File: src/rtl/cla_serial_add_ctrl_if.sv
// Operand/result handshake bundle for cla_serial_add_ctrl.
// The slave modport is the adder side; the master modport is the requester/consumer side.
interface cla_serial_add_ctrl_if #(parameter int WIDTH = 16);
  logic             in_valid;
  logic             in_ready;
  logic [WIDTH-1:0] a;
  logic [WIDTH-1:0] b;
  logic             cin;
  logic             sub;
  logic             out_valid;
  logic             out_ready;
  logic [WIDTH-1:0] sum;
  logic             cout;
  logic             ovfl;
  logic             zero;
  logic             neg;
  logic             busy;

  modport slave (
    input  in_valid, a, b, cin, sub, out_ready,
    output in_ready, out_valid, sum, cout, ovfl, zero, neg, busy
  );

  modport master (
    output in_valid, a, b, cin, sub, out_ready,
    input  in_ready, out_valid, sum, cout, ovfl, zero, neg, busy
  );
endinterface

File: src/rtl/cla_serial_add_ctrl.sv
// Multi-cycle adder: one 4-bit carry-lookahead slice per cycle, LSB nibble first.
// Optional subtract support is enabled by defining CLA_SERIAL_SUB_EN.
module cla_serial_add_ctrl #(
  parameter int WIDTH = 16
) (
  input logic                  clk,
  input logic                  rst,
  cla_serial_add_ctrl_if.slave bus
);
  localparam int NSLICE = WIDTH / 4;
  localparam int IDXW   = (NSLICE > 1) ? $clog2(NSLICE) : 1;

  localparam logic [1:0] IDLE = 2'd0;
  localparam logic [1:0] RUN  = 2'd1;
  localparam logic [1:0] DONE = 2'd2;

  typedef struct packed {
    logic [WIDTH-1:0] a;
    logic [WIDTH-1:0] b;
  } opnd_t;

  logic [1:0]       state;
  opnd_t            op;
  logic             carry;
  logic [IDXW-1:0]  idx;
  logic [WIDTH-1:0] sum_r;
  logic             cout_r, ovfl_r, zero_r, neg_r;
  logic             do_sub;

`ifdef CLA_SERIAL_SUB_EN
  assign do_sub = bus.sub;
`else
  logic unused_sub;
  assign unused_sub = bus.sub;
  assign do_sub     = 1'b0;
`endif

  // Current slice: generate/propagate and full lookahead off the registered carry
  logic [3:0]       an, bn, p, g, c, sn;
  logic [WIDTH-1:0] sum_nxt;
  logic             last;

  assign an = op.a[{idx, 2'b00} +: 4];
  assign bn = op.b[{idx, 2'b00} +: 4];
  assign p  = an ^ bn;
  assign g  = an & bn;
  assign c[0] = g[0] | (p[0] & carry);
  assign c[1] = g[1] | (p[1] & g[0]) | (p[1] & p[0] & carry);
  assign c[2] = g[2] | (p[2] & g[1]) | (p[2] & p[1] & g[0]) | (p[2] & p[1] & p[0] & carry);
  assign c[3] = g[3] | (p[3] & g[2]) | (p[3] & p[2] & g[1]) | (p[3] & p[2] & p[1] & g[0])
              | (p[3] & p[2] & p[1] & p[0] & carry);
  assign sn   = p ^ {c[2:0], carry};
  assign last = (idx == IDXW'(NSLICE - 1));

  // Flags must see the nibble being written in the final slice
  always_comb begin
    sum_nxt = sum_r;
    sum_nxt[{idx, 2'b00} +: 4] = sn;
  end

  always_ff @(posedge clk or posedge rst) begin
    if (rst) begin
      state  <= IDLE;
      op     <= '0;
      carry  <= 1'b0;
      idx    <= '0;
      sum_r  <= '0;
      cout_r <= 1'b0;
      ovfl_r <= 1'b0;
      zero_r <= 1'b0;
      neg_r  <= 1'b0;
    end else begin
      case (state)
        IDLE: if (bus.in_valid) begin
          op.a  <= bus.a;
          op.b  <= do_sub ? ~bus.b : bus.b;
          carry <= do_sub | bus.cin;
          idx   <= '0;
          state <= RUN;
        end
        RUN: begin
          sum_r <= sum_nxt;
          carry <= c[3];
          idx   <= idx + IDXW'(1);
          if (last) begin
            cout_r <= c[3];
            ovfl_r <= c[3] ^ c[2];
            zero_r <= (sum_nxt == '0);
            neg_r  <= sum_nxt[WIDTH-1];
            idx    <= '0;
            state  <= DONE;
          end
        end
        DONE: if (bus.out_ready) state <= IDLE;
        default: state <= IDLE;
      endcase
    end
  end

  assign bus.in_ready  = ~rst & (state == IDLE);
  assign bus.out_valid = (state == DONE);
  assign bus.busy      = (state != IDLE);
  assign bus.sum       = sum_r;
  assign bus.cout      = cout_r;
  assign bus.ovfl      = ovfl_r;
  assign bus.zero      = zero_r;
  assign bus.neg       = neg_r;
endmodule

File: src/flat_wrapper.sv
// flat-port wrapper written by rule: the top's interface ports become plain ports
module cla_serial_add_ctrl_flat 
#(
  parameter int WIDTH = 16
)
  (clk, rst, bus_in_valid, bus_a, bus_b, bus_cin, bus_sub, bus_out_ready, bus_in_ready, bus_out_valid, bus_sum, bus_cout, bus_ovfl, bus_zero, bus_neg, bus_busy);
  cla_serial_add_ctrl_if #(.WIDTH(WIDTH)) bus_i ();
  input logic clk;
  input logic rst;
  input wire logic [$bits(bus_i.in_valid)-1:0] bus_in_valid;
  input wire logic [$bits(bus_i.a)-1:0] bus_a;
  input wire logic [$bits(bus_i.b)-1:0] bus_b;
  input wire logic [$bits(bus_i.cin)-1:0] bus_cin;
  input wire logic [$bits(bus_i.sub)-1:0] bus_sub;
  input wire logic [$bits(bus_i.out_ready)-1:0] bus_out_ready;
  output wire logic [$bits(bus_i.in_ready)-1:0] bus_in_ready;
  output wire logic [$bits(bus_i.out_valid)-1:0] bus_out_valid;
  output wire logic [$bits(bus_i.sum)-1:0] bus_sum;
  output wire logic [$bits(bus_i.cout)-1:0] bus_cout;
  output wire logic [$bits(bus_i.ovfl)-1:0] bus_ovfl;
  output wire logic [$bits(bus_i.zero)-1:0] bus_zero;
  output wire logic [$bits(bus_i.neg)-1:0] bus_neg;
  output wire logic [$bits(bus_i.busy)-1:0] bus_busy;
  assign bus_i.in_valid = bus_in_valid;
  assign bus_i.a = bus_a;
  assign bus_i.b = bus_b;
  assign bus_i.cin = bus_cin;
  assign bus_i.sub = bus_sub;
  assign bus_i.out_ready = bus_out_ready;
  assign bus_in_ready = bus_i.in_ready;
  assign bus_out_valid = bus_i.out_valid;
  assign bus_sum = bus_i.sum;
  assign bus_cout = bus_i.cout;
  assign bus_ovfl = bus_i.ovfl;
  assign bus_zero = bus_i.zero;
  assign bus_neg = bus_i.neg;
  assign bus_busy = bus_i.busy;
  cla_serial_add_ctrl #(.WIDTH(WIDTH)) u_core (.clk(clk), .rst(rst), .bus(bus_i));
endmodule
File: config.mk
export PLATFORM = sky130hd
export DESIGN_NAME = cla_serial_add_ctrl_flat
export DESIGN_NICKNAME = d
export VERILOG_FILES = /design/src/rtl/cla_serial_add_ctrl_if.sv /design/src/rtl/cla_serial_add_ctrl.sv /design/src/flat_wrapper.sv
export SDC_FILE = /design/constraint.sdc
export NUM_CORES = 1
export LEC_CHECK = 0
export BUFFER_PORTS_ARGS = -buffer_cell sky130_fd_sc_hd__buf_2
export CORE_MARGIN = 10
export CORE_UTILIZATION = 54
export DETAILED_ROUTE_END_ITERATION = 10
export PLACE_DENSITY = 0.79
export RECOVER_POWER = 25
export SYNTH_ARGS = -nofsm -noshare
export SYNTH_HDL_FRONTEND = slang
export SYNTH_SLANG_ARGS = --single-unit
File: constraint.sdc
create_clock -name clk -period 3.9 [get_ports clk]
set_input_delay 0.78 -clock clk [delete_from_list [all_inputs] [get_ports clk]]
set_output_delay 0.78 -clock clk [all_outputs]
set_load 0.05 [all_outputs]
==> results of run 1 <==
-- state kept, by name, indices dropped and copies added (netlist names) --
signal and flops:
u_core.bus.cout 1, u_core.bus.zero 1, u_core.state 2, u_core.bus.sum 16, u_core.op 32, u_core.bus.neg 1, u_core.bus.ovfl 1, u_core.idx 2
u_core.carry 1
-- cell usage in the layout (no fill, tap or decap), types with 2 or more instances in the layout --
master	count
a21oi_1	3
a22o_1	6
a32o_1	2
buf_2	59
buf_4	2
bufinv_16	2
clkbuf_8	11
clkinv_2	2
dfrtp_1	57
ha_1	11
inv_1	10
mux2_2	32
mux4_2	8
nand2_1	25
nand2b_1	2
nor2_1	7
nor2b_1	2
nor3_1	3
nor4_1	3
o21ai_0	13
o22ai_1	5
o31ai_1	5
xnor2_1	2
-- worst reg2reg max path: stages (launching register included) --
cell and delay (ns):
dfrtp_1 0.88, mux4_2 0.65, ha_1 0.33, a211o_1 0.31, a21o_1 0.24, a22oi_4 0.27
o31ai_1 0.12, a32o_1 0.28
-- cells by family (layout without fill, tap and decap cells) --
kind of cell | Yosys count | count (layout) | synth area share [%]
buffers and inverters | 17 | 87 | 2.96
XOR/XNOR | 2 | 2 | 0.627
adder cells (fa/ha/maj) | 12 | 12 | 5.65
AO/OA/AOI/OAI | 45 | 45 | 11.7
multiplexers | 41 | 41 | 19.7
flip-flops | 57 | 57 | 51.1
AND/OR/NAND/NOR | 48 | 48 | 8.29
-- path summary, 6_finish.rpt --
check                                        to            start
worst max-delay path            u_core.bus.zero    u_core.idx[0]
worst min-delay path            u_core.bus.cout  u_core.bus.cout
worst max register to register  u_core.bus.zero    u_core.idx[0]
worst min register to register  u_core.bus.cout  u_core.bus.cout
max in group asynchronous         u_core.op[25]              rst
min in group asynchronous       u_core.state[0]              rst
-- stage by stage --
step           area (um2)  worst slack (ns)
2_1_floorplan        2790              1.06
3_3_place_gp         3150             0.739
3_5_place_dp         3150             0.693
4_1_cts              3370             0.678
5_1_grt              3370             0.553
6_report             3370             0.704
-- routing by layer --
layer	vias to the layer above	GRT usage, %	part of all wire, %
met5	-	0	0
met4	0	7.71	2.8
met3	20	4.89	7.9
met2	74	24.2	49
met1	961	16.2	40
li1	955	-	-
-- final cells by class --
cell class	count	share of cell area [%]
multi-input combinational	148	38.0
inverter	10	1.11
sequential	57	42.3
tap	70	2.60
timing repair buffer	61	9.20
clock buffer	11	4.49
clock inverter	5	2.30
==> metrics.md, run 1 <==
| Metric | Value |
|---|---|
| Run status | `complete, but fails checks` |
| Failing checks | `capacitance limit, slew limit` |
| Remaining antenna violation count | `0` |
| Effective utilization at floorplan | `55.0%` |
| Number of cells on the worst hold path | `2` |
| Largest fanout on the critical path | `18` |
| Count of buffers from port buffering | `59` |
| Crit Path Class | `reg2reg` |
| Number of standard cells in the final layout excluding fillers | `362` |
| Ranking of synthesized cells by instance count | `dfrtp_1, mux2_2, nand2_1` |
| Number of antenna violations at the first check in global routing | `0` |
| Mean cell area of the mapped netlist | `12.6 um2` |
| Via-to-Cell Ratio | `5.55` |
| Crit-path slowest cell | `dfrtp_1` |
| Layout fillers | `429` |
| Cts repair resizes | `0` |
| Number of slew-limit violations in the final report | `45` |
| Total detailed-routing wirelength | `5930 um` |
| Tightest Pin Transition | `1.61 ns` |
| Fraction of post-synthesis cell area in the top cell type by area | `51.1%` |
| Final weighted congestion in routability-driven placement | `0.801` |
| Hold Vio Cnt, Final | `0` |
| Global-route wire length before repair | `9870 um` |
| Fraction of registers with async set/reset | `100%` |
| Vias post-DR | `2,010` |
| CTS tree | `done` |
| Iteration-0 DRC count of the detailed router | `77` |
| Post-layout net count | `337` |
| Max Fclk | `0.313 GHz` |
| Gr usage total | `14.6%` |
| Overall overflow remaining after global route | `0` |
| Area of the multi-input gates | `1280 um2` |
| Number of warnings reported in the yosys synthesis log | `0` |
| Crit path launch type | `flip-flop` |
| Top cells by area, synth | `dfrtp_1, mux2_2, mux4_2` |
| Remaining max-slew budget at the tightest pin | `-7.60%` |
| Count of unique library cells instantiated by Yosys | `41` |
| Worst endpoint required time | `4.13 ns` |
| Diode count | `0` |
| Portion of the post-synthesis area used by sequential elements | `51.1%` |
| Max-Cap Viols | `1` |
| Peak per-stage delay on the critical path | `0.88 ns` |
| Total number of placement rows | `26` |
| Post-layout min period | `3.20 ns` |
| R2R cell count | `7` |
| Number of buffer and inverter stages on the critical path | `0` |
| Main flop type after synthesis | `dfrtp_1` |
| Count of pins on the block boundary | `61` |
| Number of setup violations in the final report | `0` |
| DRC viols | `0` |
| Unrepaired setup endpoints after global routing | `no` |
| Area leader, netlist | `dfrtp_1` |
| Post-synth design cell area | `2790 um2` |
| Standard cell core area | `5070 um2` |
| Family of cells with the greatest summed delay on the critical path | `compound AO/OA/AOI/OAI gates` |
| Quantity of hold-fixing buffers added after cts | `0` |
| H-tree levels | `3` |
| Maximum number of pins on one net before global-route repair | `45` |
| Layout Skew | `0.00430 ns` |
| Post-CTS clock slew at the launch and capture registers of the worst setup and hold paths | `0.06 ns` |
| Worst-case hold slack | `0.477 ns` |
| Die Wd | `91.9 um` |
| TritonCTS Sinks | `57` |
| Deepest clock path buffer count | `2` |
| Number of clock buffers inserted by TritonCTS | `9` |
| Setup TNS | `0 ns` |
| Class of the worst hold path | `reg2reg` |
| CTS Root Buffer Type | `clkbuf_8` |
| Crit. path cell count | `7` |
| Setup slack, reg-to-reg | `0.70 ns` |
| Finished Core Util | `66.5%` |
| Vertical extent of the die | `91.9 um` |
| Number of global-route vias before repair | `2,124` |
| Die Footprint | `8450 um2` |
| Combined flip-flop and latch cell area | `1430 um2` |
| EDFF count, synth | `0` |
| Placed insts | `346` |
| Buffers inserted during post-CTS setup optimization | `0` |
| Final critical-path share of the clock period | `81.9%` |
| Number of flip-flops and latches in the synthesized netlist | `57` |
| First-pass iteration count of the detailed router | `5` |
| Detailed Place HPWL | `4430 um` |
| Crit path DAT | `3.42 ns` |
| Post-synthesis instance total | `222` |
| Fraction of layout cells with a size suffix above 1 | `41.8%` |
| Chain of cells forming the critical path | `mux4_2, ha_1, a211o_1, a21o_1, a22oi_4, o31ai_1, a32o_1` |
| Total nets after synthesis | `272` |
| Crit path capture type | `flip-flop` |
| Top-count cell post-synth | `dfrtp_1` |
| Post-detailed-route wirelength per cell | `16.4 um` |
| Area growth from synthesis to final layout | `20.8%` |
| Clk_lat worst skew | `0.34 ns` |
Power of run 1 is not shown: default switching activity piles up to over one toggle a cycle in this logic, so the estimate is an artifact.
==> run 2, diff against run 1 <==
- ABC_AREA: unset -> 1
- CORE_UTILIZATION: 54 -> 55
- PLACE_DENSITY: 0.79 -> 0.8
- clock period: 3.9 -> 3.25 ns (I/O delays scaled with it)
==> metrics.md, run 2 <==
| Metric | Value |
|---|---|
| Number of clock buffers inserted by TritonCTS | `9 (unchanged)` |
| Count of buffers from port buffering | `59 (unchanged)` |
| First-pass iteration count of the detailed router | `5 (unchanged)` |
| Overall overflow remaining after global route | `0 (unchanged)` |
| Number of warnings reported in the yosys synthesis log | `0 (unchanged)` |
| Vertical extent of the die | `94.3 um (+2.6%)` |
| Leading cell types in the layout, fill and taps excluded | `nand2_1, buf_2, dfrtp_1` |
| Post-placement cell area | `3400 um2 (+8.2%)` |
| Ranking of synthesized cells by instance count | `nand2_1, dfrtp_1, nor2_1` |
| Detailed Place HPWL | `5290 um (+19%)` |
| Maximum number of pins on one net before global-route repair | `58 (+29%)` |
| DRC viols | `0 (unchanged)` |
| Basic-gate share of the synthesized area counting and, or, nand and nor cells | `32.6% (+24 points)` |
| Cts repair resizes | `0 (unchanged)` |
| Max-Cap Viols | `0 (-1)` |
| Maximum resistive drop on vdd | `0.529 mV` |
| Total number of placement rows | `27 (+3.8%)` |
| Die Wd | `94.3 um (+2.6%)` |
| Fraction of layout cells with a size suffix above 1 | `21.9% (-20 points)` |
| Final weighted congestion in routability-driven placement | `0.920 (+15%)` |
| Multiplexer fraction of the synthesized cell area | `0.741% (-19 points)` |
| Post-layout min period | `2.58 ns (-0.616 ns)` |
| Number of antenna violations at the first check in global routing | `0 (unchanged)` |
| Effective utilization at floorplan | `55.9% (+0.83 points)` |
| Fraction of post-synthesis cell area in the top cell type by area | `47.0% (-4.1 points)` |
| Vias post-DR | `2,772 (+38%)` |
| Total nets after synthesis | `449 (+65%)` |
| Family of cells with the greatest summed delay on the critical path | `simple AND/OR/NAND/NOR gates` |
| Peak per-stage delay on the critical path | `0.55 ns (-0.33 ns)` |
| Tightest Pin Transition | `1.39 ns (-0.227 ns)` |
| Post-CTS clock slew at the launch and capture registers of the worst setup and hold paths | `0.07 ns (about the same)` |
| H-tree levels | `3 (unchanged)` |
| Buffers inserted during post-CTS setup optimization | `0 (unchanged)` |
| Chain of cells forming the critical path | `inv_1, o21ai_0, o22ai_1, fa_1, nand2_1, o21ai_0, nor2_1, nand2_1, nor2_1, nand2_1, nor2_1, nand3_1, nand2_1` |
| Post-layout net count | `511 (+52%)` |
| Number of flip-flops in the largest register | `32 (unchanged)` |
| Largest fanout on the critical path | `7 (-11)` |
| Post-detailed-route wirelength per cell | `13.4 um (-18%)` |
| Gr usage total | `16.9% (+2.3 points)` |
| Unrepaired setup endpoints after global routing | `no` |
| CTS Root Buffer Type | `clkbuf_8` |
| Final critical-path share of the clock period | `79.4% (-2.6 points)` |
| Main flop type after synthesis | `dfrtp_1` |
| TritonCTS Sinks | `57 (unchanged)` |
| Via-to-Cell Ratio | `5.16 (-7.0%)` |
| Remaining antenna violation count | `0 (unchanged)` |
| Main combinational cell family by area after synthesis | `simple AND/OR/NAND/NOR gates` |
| Fraction of registers with async set/reset | `100% (unchanged)` |
| Top-count cell post-synth | `nand2_1` |
| Synth Area in Adders | `5.19% (-0.46 points)` |
| Largest reg by FF count | `u_core.op` |
| Layout Skew | `0.0104 ns (+0.00612 ns)` |
| Number of setup violations in the final report | `0 (unchanged)` |
| Standard cell core area | `5440 um2 (+7.2%)` |
| Post-synth design cell area | `3040 um2 (+8.8%)` |
| Crit path DAT | `2.85 ns (-0.57 ns)` |
| Diode count | `0 (unchanged)` |
| CTS tree | `done` |
| Count of pins on the block boundary | `61 (unchanged)` |
| Deepest clock path buffer count | `2 (unchanged)` |
| Most common library cell in the layout ignoring fill and taps | `nand2_1` |
| Worst path most repeated cell | `nand2_1` |
| Crit path capture type | `flip-flop` |
| Total power | `0.00448 W` |
| Number of global-route vias before repair | `2,688 (+27%)` |
| Class of the worst hold path | `reg2reg` |
| Area growth from synthesis to final layout | `17.2%` |
| Pleak | `1.95 nW` |
| Count of unique library cells instantiated by Yosys | `29 (-29%)` |
| Total detailed-routing wirelength | `7190 um (+21%)` |
| Global-route wire length before repair | `12,300 um (+24%)` |
| Top cells by area, synth | `dfrtp_1, nand2_1, nor2_1` |
| Remaining max-slew budget at the tightest pin | `7.64% (+15 points)` |
| Crit Path Class | `reg2reg` |
| Number of buffer and inverter stages on the critical path | `1 (+1)` |
| Crit path launch type | `flip-flop` |
| Iteration-0 DRC count of the detailed router | `176 (+130%)` |
| PwrDens | `1260 nW/um2` |
| Final cell area excluding filler cells | `3560 um2 (+5.5%)` |
| Synthesized-area fraction occupied by ao, oa, aoi and oai cells | `8.44% (-3.3 points)` |
| Mean cell area of the mapped netlist | `7.61 um2 (-39%)` |
| Synth Area in XOR/XNOR | `0.288% (-0.34 points)` |
| Quantity of hold-fixing buffers added after cts | `0 (unchanged)` |
| Max Fclk | `0.388 GHz (+24%)` |
| EDFF count, synth | `0 (unchanged)` |
| Number of slew-limit violations in the final report | `0 (-100%)` |
| Die Footprint | `8900 um2 (+5.3%)` |
| Run status | `complete, no violations` |
| Area leader, netlist | `dfrtp_1` |
| Worst endpoint required time | `3.52 ns (-0.61 ns)` |
| Setup slack, reg-to-reg | `0.67 ns (-0.03 ns)` |
| Post-synthesis instance total | `399 (+80%)` |
| Hold Vio Cnt, Final | `0 (unchanged)` |
| Crit-path slowest cell | `fa_1` |
| Portion of the post-synthesis area used by sequential elements | `47.0% (-4.1 points)` |
| Clk_lat worst skew | `0.33 ns (about the same)` |
| Setup TNS | `0 ns (unchanged)` |
| Number of flip-flops and latches in the synthesized netlist | `57 (unchanged)` |
## run 2: cell type report
cell class              count  area [um2]
fillers                   485        1880
repair buffers             65         337
flip-flops and latches     57        1430
clock buffers              11         141
multi-input cells         299        1440
inverters                  29         111
clock inverters             4        20.0
well taps                  72        90.1
## run 2: per-stage QoR
| step | worst slack, ns | hold WS (ns) | cells | util (%) |
|---|---|---|---|---|
| 5_1_grt | 0.420 | 0.483 | 537 | 65.5 |
| 4_1_cts | 0.705 | 0.478 | 537 | 65.5 |
| 2_1_floorplan | 0.721 | 0.444 | 399 | - |
| 6_report | 0.670 | 0.476 | 537 | 65.5 |
| 3_3_place_gp | 0.744 | 0.459 | 522 | 62.6 |
| 3_5_place_dp | 0.722 | 0.462 | 522 | 62.6 |
## run 2: cells by family after synthesis
logic type / count (synthesis)
simple gates: 237
flops: 57
compound gates: 47
buf+inv: 43
fa+ha+maj: 12
mux: 2
xor+xnor: 1
## run 2: routing by layer
metal / share of wire, % / wire, um / vias to the layer above / global-route usage, %
met3: 6.4 / 457 / 14 / 4.16
met1: 44 / 3160 / 1268 / 20.7
met5: 0 / 0 / - / 0
met2: 48 / 3450 / 98 / 27.6
li1: - / - / 1392 / -
met4: 1.7 / 123 / 0 / 7.34
## run 2: path summary, 6_finish.rpt
kind,start,endpoint,cells past startpoint
max,u_core.idx[1],u_core.bus.zero,13
min,u_core.op[4],u_core.op[4],2
max reg2reg,u_core.idx[1],u_core.bus.zero,13
min reg2reg,u_core.op[4],u_core.op[4],2
max in group asynchronous,rst,u_core.op[8],3
min in group asynchronous,rst,u_core.state[1],3
## run 2: power breakdown
group / switching [W] / leakage, nW / internal [W] / total [W]
combinational: 0.00184 / 1.15 / 0.000855 / 0.00270
sequential: 0.000203 / 0.717 / 0.00102 / 0.00122
clock: 0.000273 / 0.0887 / 0.000288 / 0.000561
## run 2: worst reg2reg max path: stages, from the launching register on
cell,delay [ns]
dfrtp_1,0.43
inv_1,0.21
o21ai_0,0.16
o22ai_1,0.31
fa_1,0.55
nand2_1,0.10
o21ai_0,0.13
nor2_1,0.13
nand2_1,0.06
nor2_1,0.08
nand2_1,0.05
nor2_1,0.16
nand3_1,0.10
nand2_1,0.06
Note: power is estimated with default switching activity, not from simulation.
